File: src/rtl/axis_i2s_rx_fifo.sv
// I2S master receiver: generates bclk/lrclk, deserialises stereo samples and
// queues sign-extended words in a FIFO drained over AXI4-Stream.
module axis_i2s_rx_fifo #(
    parameter int DATA_W     = 24,
    parameter int BCLK_DIV   = 4,
    parameter int FIFO_DEPTH = 8,
    parameter int LVL_W      = 4
) (
    input  logic             m_axis_aclk,
    input  logic             m_axis_arstn,
    input  logic             enable,
    output logic             bclk,
    output logic             lrclk,
    input  logic             sda,
    input  logic             m_axis_tready,
    output logic             m_axis_tvalid,
    output logic [31:0]      m_axis_tdata,
    output logic             m_axis_tuser,
    output logic             m_axis_tlast,
    output logic             overflow,
    input  logic             clr_overflow,
    output logic [LVL_W-1:0] fifo_level
);

    localparam int DIV_W = (BCLK_DIV > 2) ? $clog2(BCLK_DIV) : 1;
    localparam logic [DIV_W-1:0] DIV_LAST = DIV_W'(BCLK_DIV - 1);
    // A slot only carries bits 1..31, so a 32-bit word completes at slot 31.
    localparam int CAP_W = (DATA_W > 31) ? 31 : DATA_W;
    localparam logic [4:0] S_LAST = 5'(CAP_W);
    localparam int AW = LVL_W - 1;

    typedef enum logic {
        IDLE,
        RUN
    } state_t;

    state_t              state_q;
    logic [DIV_W-1:0]    div_q;
    logic                bclk_q;
    logic [5:0]          slot_q;
    logic [DATA_W-1:0]   shift_q;
    logic                done_q;
    logic [LVL_W-1:0]    wr_ptr_q, rd_ptr_q;
    logic                ovf_q;
    logic [32:0]         mem_q [FIFO_DEPTH];

    logic [4:0]          s;
    logic [LVL_W-1:0]    level;
    logic                valid, full, pop, wr_en, drop, ovf_d;
    logic [32:0]         push_word, rd_word;

    assign s = slot_q[4:0];

    always_ff @(posedge m_axis_aclk or negedge m_axis_arstn) begin
        if (!m_axis_arstn) begin
            state_q <= IDLE;
            div_q   <= '0;
            bclk_q  <= 1'b0;
            slot_q  <= '0;
            shift_q <= '0;
            done_q  <= 1'b0;
        end else begin
            done_q <= 1'b0;
            case (state_q)
                IDLE: begin
                    div_q   <= '0;
                    bclk_q  <= 1'b0;
                    slot_q  <= '0;
                    shift_q <= '0;
                    if (enable) state_q <= RUN;
                end
                RUN: begin
                    if (!enable) begin
                        state_q <= IDLE;
                        div_q   <= '0;
                        bclk_q  <= 1'b0;
                        slot_q  <= '0;
                        shift_q <= '0;
                    end else if (div_q == DIV_LAST) begin
                        div_q  <= '0;
                        bclk_q <= ~bclk_q;
                        if (bclk_q) begin
                            slot_q <= slot_q + 6'd1;
                        end else if (s != 5'd0 && s <= S_LAST) begin
                            shift_q <= {shift_q[DATA_W-2:0], sda};
                            done_q  <= (s == S_LAST);
                        end
                    end else begin
                        div_q <= div_q + DIV_W'(1);
                    end
                end
                default: state_q <= IDLE;
            endcase
        end
    end

    // The word is pushed one cycle after capture; lrclk cannot change in between.
    assign push_word = {slot_q[5], 32'($signed(shift_q))};

    always_comb begin
        level = wr_ptr_q - rd_ptr_q;
        valid = (level != '0);
        full  = (level == LVL_W'(FIFO_DEPTH));
        pop   = valid & m_axis_tready;
        wr_en = done_q & (~full | pop);
        drop  = done_q & full & ~pop;
        ovf_d = drop | (ovf_q & ~clr_overflow);
    end

    always_ff @(posedge m_axis_aclk or negedge m_axis_arstn) begin
        if (!m_axis_arstn) begin
            wr_ptr_q <= '0;
            rd_ptr_q <= '0;
            ovf_q    <= 1'b0;
        end else begin
            if (wr_en) wr_ptr_q <= wr_ptr_q + LVL_W'(1);
            if (pop)   rd_ptr_q <= rd_ptr_q + LVL_W'(1);
            ovf_q <= ovf_d;
        end
    end

    always_ff @(posedge m_axis_aclk) begin
        if (wr_en) mem_q[wr_ptr_q[AW-1:0]] <= push_word;
    end

    assign rd_word       = mem_q[rd_ptr_q[AW-1:0]];
    assign m_axis_tvalid = valid;
    assign m_axis_tdata  = valid ? rd_word[31:0] : '0;
    assign m_axis_tuser  = valid & rd_word[32];
    assign m_axis_tlast  = valid & rd_word[32];
    assign overflow      = ovf_q;
    assign fifo_level    = level;
    assign bclk          = bclk_q;
    assign lrclk         = slot_q[5];

endmodule

File: config.mk
export PLATFORM = sky130hd
export DESIGN_NAME = axis_i2s_rx_fifo
export DESIGN_NICKNAME = d
export VERILOG_FILES = /design/src/rtl/axis_i2s_rx_fifo.sv
export SDC_FILE = /design/constraint.sdc
export NUM_CORES = 1
export LEC_CHECK = 0
export CAP_MARGIN = 10
export CORE_MARGIN = 4
export CORE_UTILIZATION = 45
export CTS_BUF_LIST = sky130_fd_sc_hd__clkbuf_8
export DETAILED_ROUTE_END_ITERATION = 16
export GPL_TIMING_DRIVEN = 0
export PLACE_DENSITY_LB_ADDON = 0.08
export RECOVER_POWER = 100
export SYNTH_ARGS = -nofsm -noshare
export SYNTH_HDL_FRONTEND = slang
export SYNTH_SLANG_ARGS = --single-unit
File: constraint.sdc
create_clock -name m_axis_aclk -period 11.1 [get_ports m_axis_aclk]
set_input_delay 2.22 -clock m_axis_aclk [delete_from_list [all_inputs] [get_ports m_axis_aclk]]
set_output_delay 2.22 -clock m_axis_aclk [all_outputs]
set_load 0.005 [all_outputs]
Word level (Yosys, flattened, before mapping). Memory sizes are Yosys's and may differ from the RTL's. Index checks and enable logic that the tools add are counted.

$add $sub $neg: 5. Multipliers: 0. Div/mod/pow operators: 0. $lt $le $gt $ge: 1. Equality and inequality tests: 7. Shifts and indexed selects: 0. Muxes and demuxes: 24. Bitwise logic cells: 13. Reductions and logical operators: 5.

Operator list (count): 24-bit 2-to-1 mux (4); 24-bit one-hot mux with 2 select lines (1); 32-bit 2-to-1 mux (1); 6-bit 2-to-1 mux (3); 6-bit one-hot mux with 2 select lines (1); 1-bit 2-to-1 mux (10); 3-bit by 2-bit inequality test with 1-bit output, second input constant (3); 4-bit by 1-bit adder with 4-bit output, second input constant (2); 6-bit by 1-bit adder with 6-bit output, second input constant (1); 1-bit bitwise AND (6); 5-bit == test, second input constant (1); 5-bit less-or-equal comparator, second input constant (1); 1-bit NOT (5); 5-bit nonzero test (1); 4-bit == test, second input constant (1); 2-bit 2-to-1 mux (2); 2-bit one-hot mux with 2 select lines (1); 4-bit nonzero test (1); 4-bit subtractor (1); 3-bit inequality test, second input constant (1); 3-bit AND reduction (1); 2-bit by 1-bit adder with 2-bit output, second input constant (1); 2-bit == test, second input constant (1); 1-bit bitwise OR (2); other kinds (3) (3).

Bits in registers: 44. Bits in latches: 0. Bits in writable memories: 264. Bits in read-only memories: 0. Bits of input ports: 6. Output and inout port bits: 42. Logic and storage cells: 65. Memories kept: 1.

Memories: mem_q (words 8, bits a word 33, read ports 1, clocked after Yosys merged registers in 0, write ports 1, RTL line 45) `logic [32:0] mem_q [FIFO_DEPTH];`.

Logic depth before layout (Yosys ltp). Gate-level depths: netlist of run 1.

Word-level depth: 7. Mapped depth: 11. Depth with buffers taken out: 9.

Worst setup path after synthesis of run 1. Ideal clock, no wire load.

Path kind: input-to-reg. Start point: in m_axis_tready. End point: mem mem_q[0][0], enable pin. Setup time: 470 ps. Data arrival time: 4868 ps. Data required time: 10630 ps. Setup slack: 5761 ps. Stages: 3. Path buffers: 0. Path through: nor4_2 o21a_1 nor4_1.

Word-level cells in the longest chain between the ends: 5.

Ends and longest elaborated chain: from (decl) (RTL line 15) `input logic m_axis_tready,`; 1-bit bitwise AND (RTL line 104) `pop = valid & m_axis_tready;`; 1-bit bitwise OR (RTL line 105) `wr_en = done_q & (~full | pop);`; 1-bit bitwise AND (RTL line 105); 1-bit 2-to-1 mux (RTL line 123) `if (wr_en) mem_q[wr_ptr_q[AW-1:0]] <= push_word;`; 1-bit 2-to-1 mux (implied by the code) (RTL line 123); to (decl) (RTL line 45).

Every way passes these cells.

Worst setup path after layout of run 1.
Start point: reg rd_ptr_q[2]. End point: out m_axis_tdata[27].

Word-level cells in the longest chain between the ends: 3. Elaborated cells on any way between the ends: 4. Those cells by class: 1 x add/sub; 1 x mux; 1 x reduce/logical; 1 x memory.

Ends and longest elaborated chain: from (decl) (RTL line 43) `logic [LVL_W-1:0] wr_ptr_q, rd_ptr_q;`; from (signal assigned) (RTL line 117) `if (pop) rd_ptr_q <= rd_ptr_q + LVL_W'(1);`; 4-bit subtractor (RTL line 101) `level = wr_ptr_q - rd_ptr_q;`; 4-bit nonzero test (RTL line 102) `valid = (level != '0);`; 32-bit 2-to-1 mux * (RTL line 128) `assign m_axis_tdata = valid ? rd_word[31:0] : '0;`; to (decl) (RTL line 17) `output logic [31:0] m_axis_tdata,`.

Mark *: on every way between the ends. The rest lies on a longest branch, timed or not.

==> impl_results.md, run 1 <==
* DR DRC count at 0
* Tmin final at 8.069 ns
* Synth Warn # at 0
* Slew @ Worst Pin at 2.253 ns
* Initial antenna violation count at 0
* Post-synth cell types at 47
* CP max FO at 10
* Largest net degree at the start of global routing at 27
* Via density at 5.342
* Max_slew headroom at -0.5138
* Final Hold Vio Count at 0
* Wirelength per Cell at 21.37 µm
* CTS clk-pin slew, worst paths at 0.06 ns
* Setup_tns at 0 ns
* Asr flop ratio synth at 0.1803
* Nets at 684
* Non-Filler Instances at 976
* Drt pass-1 iters at 4
* Critical path's top delay family: buffers and inverters
* CTS Buf Count at 41
* Die Y at 156.0 µm
* Total Routing Usage GR at 0.1774
* Failing checks: capacitance limit, slew limit
* CTS root buffer: clkbuf_8
* DP Worst Slack at 4.447 ns
* EDFF count, synth at 200
* Maximum vdd drop at 109.9 µV
* Layout cell share with drive strength beyond 1 at 0.1826
* TritonCTS clock tree: built
* Post-Syn Area per Cell at 17.64 µm²
* Clk buf depth at 3
* Crit path required time at 8.88 ns
* CP Class: reg -> out
* Filler instances at 1737
* Critical Path AT at between 5 and 6 ns
* RSZ-0062 raised after global routing: no
* Buffers plus inverters on the worst setup path at 6
* Clock Sinks at 244
* Vias in the first global route at 5395
* Detailed-route via count at 5214
* # diodes at 0
* Placed cells at 901
* Maximum clock rate at 0.1239 GHz
* Main synth FF type: edfxtp_1
* Starting Density at 0.4632
* Horiz. Die Dim at 156.0 µm
* First-pass GRT wire length at 32590 µm
* Slew Viols, Final at 48
* P per Cell Area at roughly 210 mW/mm²
* Leakage at 3.468 nW
* Port buffer count at 47
* Reg2reg path depth at 10
* Worst-Skew Late Latency at 0.54 ns
* Max_cap viols at 4
* Clock Skews at 0.01798 ns
* Routed Wire Length at 20860 µm
* Initial drt markers at 390
* Crit share post-route at 0.7269
* CTS H-Tree Depth at 2
* Syn Inst Count at 559
* Sequential fraction of the synthesis area at 0.7207
* Area of the mapped netlist at 0.009861 mm²
* Post-CTS Setup Repair Bufs at 0
* Status: finished, violations left
* Fin worst setup slack at approximately 3.0 ns
* Final Util at 0.5361
* Startpoint Class: register
* Design Power at 2.344 mW
* Final setup viols at 0
* Hold Buf Count CTS at 0
* Critical-path top delay cell: nor3_1
* Final ANT Viol Nets at 0
* Critical Path Max Stage Delay at 1.11 ns
* Worst Hold Class: reg -> reg
* Synth-to-Final Area Change at 15.72%
* Ports at 48
* Yosys reg bits at 244
* Worst Setup End Kind: primary output
* Grt total ovfl at 0
* # resized after CTS at 0
* Worst-path cell chain: clkbuf_1, clkinv_1, clkbuf_1, ha_1, a21oi_1, a21oi_1, nor3_1, clkbuf_1, a21oi_1, buf_4, dlygate4sd3_1
* WP depth at 11
* Hold Crit Depth at 1
* Syn Nets at 574
* Hpwl dp at 13630 µm
* Row cnt at 53
* Area of the die at 0.02435 mm²
* GPL Wtd Cong at 0.7569
* Core Area at 0.02129 mm²
==> flip-flops by register name, indices dropped and copies added (netlist names) <==
register	count
rd_ptr_q	4
state_q	1
bclk	1
mem_q	200
done_q	1
shift_q	24
wr_ptr_q	4
slot_q	6
overflow	1
div_q	2
==> synthesized netlist by cell type (3+ instances only) <==
library cell	number	area, µm²
o211ai_1	6	45.04
a21oi_1	30	150.1
inv_1	9	33.78
ha_1	8	100.1
mux4_2	50	1126
buf_6	5	56.30
mux2i_1	24	240.2
xnor2_1	7	61.31
nor3_1	7	35.03
buf_1	3	11.26
nand2_1	62	232.7
xor2_1	3	26.28
buf_4	10	75.07
edfxtp_1	200	6006
nor2_1	30	112.6
dfrtp_1	44	1101
nand3_1	3	15.01
nand2b_1	6	37.54
clkbuf_1	12	45.04
buf_2	7	35.03
==> cells in the final DEF, fill, tap and decap left out, types with 3 or more instances in the layout <==
master / count
edfxtp_1: 200
nand2b_1: 6
nand2_1: 62
nor4_1: 4
mux4_2: 50
xor2_1: 3
inv_1: 23
ha_1: 8
buf_2: 7
a21oi_1: 31
clkinv_1: 11
nor2_1: 30
clkinv_2: 5
dlygate4sd3_1: 39
clkbuf_1: 37
nor3_1: 9
mux2i_1: 24
dfrtp_1: 44
clkbuf_8: 44
nand3_1: 3
o211ai_1: 6
buf_4: 10
clkdlybuf4s50_1: 7
xnor2_1: 7
==> per-stage QoR <==
step,hold slack [ns],cell area [µm²]
floorplan,0.4150,9861
global placement,0.4268,10680
detailed placement,0.4515,10990
CTS,0.4596,11730
global route,0.4787,11410
finish,0.4523,11410
==> path summary, 6_finish.rpt <==
path | start | end | slack [ns]
worst max-delay path | rd_ptr_q[2] | m_axis_tdata[27] | 3.03
worst min-delay path | div_q[0] | div_q[0] | 0.45
worst max register to register | rd_ptr_q[2] | mem_q[4][9] | 4.98
worst min register to register | div_q[0] | div_q[0] | 0.45
max in group asynchronous | m_axis_arstn | shift_q[10] | 7.13
min in group asynchronous | m_axis_arstn | wr_ptr_q[3] | 1.91
==> layer usage <==
layer	vias to the layer above	wire (µm)	global-route usage
met1	2663	9599	0.2539
met3	36	1063	0.03800
li1	2385	-	-
met2	130	9811	0.2784
met5	-	0	0
met4	0	387	0.05085
==> cells by family after synthesis <==
family,after synthesis,share of synthesized area
multiplexers,75,0.1397
flip-flops,244,0.7207
XOR/XNOR,10,0.008883
AO/OA/AOI/OAI,47,0.03147
buffers and inverters,47,0.02639
adder cells (fa/ha/maj),9,0.01218
AND/OR/NAND/NOR,127,0.06065
==> where the power goes <==
part / leakage (nW) / switching [mW] / internal (mW)
combinational: 1.04 / 0.333 / 0.296
clock: 0.431 / 0.356 / 0.367
sequential: 2.00 / 0.00569 / 0.987
total: 3.47 / 0.694 / 1.65
==> area by class of cell <==
type / instances / area [µm²] / share of cell area
sequential: 244 / 7107 / 0.6228
multi-input combinational: 268 / 2446 / 0.2144
clock buffer: 44 / 605.6 / 0.05307
timing repair buffer: 67 / 539.3 / 0.04726
tap: 275 / 344.1 / 0.03015
buffer: 37 / 200.2 / 0.01754
clock inverter: 31 / 131.4 / 0.01151
inverter: 10 / 37.54 / 0.003289
Note: power is estimated with default switching activity, not from simulation.
==> run 2: changes to the inputs <==
Clock period 11.1 ns to 7.87 ns, I/O delays scaled along.
==> run 2 against run 1 <==
Compared with the run above: the flow still finishes with violations (capacitance limit, slew limit); non-clock buffer count is the same; global-route usage did not move; clock-buffer cell count unchanged; critical path depth decreased by 1; first-iteration DRC count fell by 7.9%; sequential cell count unchanged; critical endpoint is now m_axis_tdata[23]; largest cell class unchanged.
==> impl_results.md, run 2 (synthesis results as in run 1) <==
* Routed Wire Length at 20860 µm (about the same)
* M1 WL at 9548 µm (was 9599 µm)
* Min-Delay Endpoint: div_q[0] (unchanged)
* FF-to-FF setup slack at 1.74 ns (was 4.98 ns)
* Slew Viols, Final at 68 (was 48)
* Largest net degree at the start of global routing at 27 (unchanged)
* Slew @ Worst Pin at 2.248 ns (was 2.253 ns)
* Final Hold Vio Count at 0 (unchanged)
* Die Y at 156.0 µm (unchanged)
* Psw at 0.9814 mW (was 0.6941 mW)
* Nets at 684 (unchanged)
* Area of the die at 0.02435 mm² (unchanged)
* Failing checks: capacitance limit, slew limit (unchanged)
* Design Power at 3.325 mW (was 2.344 mW)
* Layout cell share with drive strength beyond 1 at 0.1854 (was 0.1826)
* TritonCTS clock tree: built (unchanged)
* Placed instance area at 0.01099 mm² (unchanged)
* Port buffer count at 47 (unchanged)
* # resized after CTS at 0 (unchanged)
* Via density at 5.337 (was 5.342)
* Clock Skews at 0.01791 ns (was 0.01798 ns)
* Crit path required time at 6.30 ns (was 8.88 ns)
* First-pass GRT wire length at 32590 µm (unchanged)
* Clock Sinks at 244 (unchanged)
* Row cnt at 53 (unchanged)
* Most frequent cells in the layout: 200 x edfxtp_1, 62 x nand2_1, 50 x mux4_2 (unchanged)
* Detailed-route via count at 5209 (was 5214)
* Clk buf depth at 3 (unchanged)
* Horiz. Die Dim at 156.0 µm (unchanged)
* CP max FO at 10 (unchanged)
* Worst Setup End Kind: primary output (unchanged)
* Design area at 0.01143 mm² (was 0.01141 mm²)
* RSZ-0062 raised after global routing: no (unchanged)
* Non-Filler Instances at 976 (unchanged)
* Starting Density at 0.4632 (unchanged)
* Drt pass-1 iters at 5 (was 4)
* Initial antenna violation count at 0 (unchanged)
* Maximum clock rate at 0.1430 GHz
* Final ANT Viol Nets at 0 (unchanged)
* Final setup viols at 0 (unchanged)
* Maximum vdd drop at 155.1 µV (was 109.9 µV)
* Total Routing Usage GR at 0.1774 (unchanged)
* R2R Path Start: rd_ptr_q[2] (unchanged)
* Wirelength per Cell at 21.38 µm (was 21.37 µm)
* Critical Path AT at 5.42 ns (was 5.85 ns)
* Max_cap viols at 5 (was 4)
* Top layer in use: met4 (unchanged)
* Worst-Skew Late Latency at 0.54 ns (about the same)
* CP Class: reg -> out (unchanged)
* GPL Wtd Cong at 0.7569 (unchanged)
* Most common cell after layout, fill and taps aside: edfxtp_1 (unchanged)
* Post-CTS Setup Repair Bufs at 0 (unchanged)
* Grt total ovfl at 0 (unchanged)
* Vias in the first global route at 5395 (unchanged)
* CTS clk-pin slew, worst paths at 0.07 ns (was 0.06 ns)
* Crit share post-route at 0.8886
* Placed cells at 901 (unchanged)
* Reg2reg path depth at 10 (unchanged)
* CTS H-Tree Depth at 2 (unchanged)
* Initial drt markers at 359 (was 390)
* Hold path start: div_q[0] (unchanged)
* Core Area at 0.02129 mm² (unchanged)
* Reg2Reg Capture Point: mem_q[4][9] (unchanged)
* Synth-to-Final Area Change at 15.87% (was 15.72%)
* Max_slew headroom at -0.5104 (was -0.5138)
* Combinational power share at 0.272 (was 0.268)
* Metal2 WL at 9810 µm (was 9811 µm)
* Tmin final at 6.993 ns
* Filler instances at 1733 (was 1737)
* Setup_tns at 0 ns (unchanged)
* P per Cell Area at 291.0 mW/mm² (was 205.4 mW/mm²)
* Ports at 48 (unchanged)
* Wire length on met3 at 1115 µm (was 1063 µm)
* Status: finished, violations left (unchanged)
* Startpoint Class: register (unchanged)
* Hold Crit Depth at 1 (unchanged)
* Hpwl dp at 13630 µm (unchanged)
* Worst Hold Class: reg -> reg (unchanged)
* Clock power share at 0.307 (was 0.308)
* Final Util at 0.5368 (was 0.5361)
* Sequential power share at 0.421 (was 0.423)
* Internal power at 2.343 mW (was 1.650 mW)
* Max reg flops at 200 (unchanged)
* CTS Buf Count at 41 (unchanged)
* # diodes at 0 (unchanged)
* Switching Share at 0.2952 (was 0.2961)
* Hold Buf Count CTS at 0 (unchanged)
* DR DRC count at 0 (unchanged)
* CTS root buffer: clkbuf_8 (unchanged)
* Leakage at 3.487 nW (was 3.468 nW)
==> run 2: layout make-up <==
| class | instances | area [µm²] | area share |
|---|---|---|---|
| Tap cell | 275 | 344.1 | 0.03011 |
| Timing Repair Buffer | 67 | 539.3 | 0.04720 |
| Sequential cell | 244 | 7107 | 0.6220 |
| Clock inverter | 31 | 131.4 | 0.01150 |
| Buffer | 37 | 215.2 | 0.01883 |
| Clock buffer | 44 | 605.6 | 0.05300 |
| Multi-Input combinational cell | 268 | 2446 | 0.2141 |
| Inverter | 10 | 37.54 | 0.003285 |
==> run 2: critical path, cell delays in order, from the launching register on <==
cell and delay, ns:
dfrtp_1 0.32, clkbuf_1 0.48, clkinv_1 0.48, clkbuf_1 0.38, ha_1 0.41, a21oi_1 0.23, a21oi_1 0.23, nor3_1 1.22
buf_6 0.28, a21oi_1 0.16, dlygate4sd3_1 0.65
==> run 2: through the flow <==
| step | setup WS [ns] | hold WS (ns) |
|---|---|---|
| after global routing | 0.5249 | 0.4787 |
| final | 0.8765 | 0.4523 |
| after global placement | -0.4632 | 0.4268 |
| after floorplan | 2.934 | 0.4150 |
| after CTS | 1.243 | 0.4596 |
| after detailed placement | 1.863 | 0.4515 |
==> run 2: worst max path at each step <==
| stage | from | end | slack [ns] | cells past startpoint |
|---|---|---|---|---|
| global placement | rd_ptr_q[2] | mem_q[0][7] | -0.46 | 8 |
| CTS | rd_ptr_q[2] | m_axis_tdata[27] | 1.24 | 11 |
| global route | rd_ptr_q[2] | m_axis_tdata[23] | 0.52 | 10 |
| finish | rd_ptr_q[2] | m_axis_tdata[23] | 0.88 | 10 |
| floorplan | rd_ptr_q[2] | mem_q[0][0] | 2.93 | 8 |
| detailed placement | rd_ptr_q[2] | m_axis_tdata[27] | 1.86 | 11 |
==> run 2: power by group through the flow <==
stage | Combinational, mW | Clock, mW | Sequential, mW
after floorplan | 0.526 | 0 | 1.42
after global placement | 0.975 | 0 | 1.43
after detailed placement | 0.992 | 0 | 1.43
after CTS | 0.997 | 1.05 | 1.40
after global routing | 0.996 | 1.11 | 1.40
final | 0.905 | 1.02 | 1.40
==> run 2: per-layer routing <==
layer | vias to the layer above | track usage
met1 | 2655 | 0.2539
li1 | 2382 | -
met5 | - | 0
met3 | 36 | 0.03800
met2 | 136 | 0.2784
met4 | 0 | 0.05085
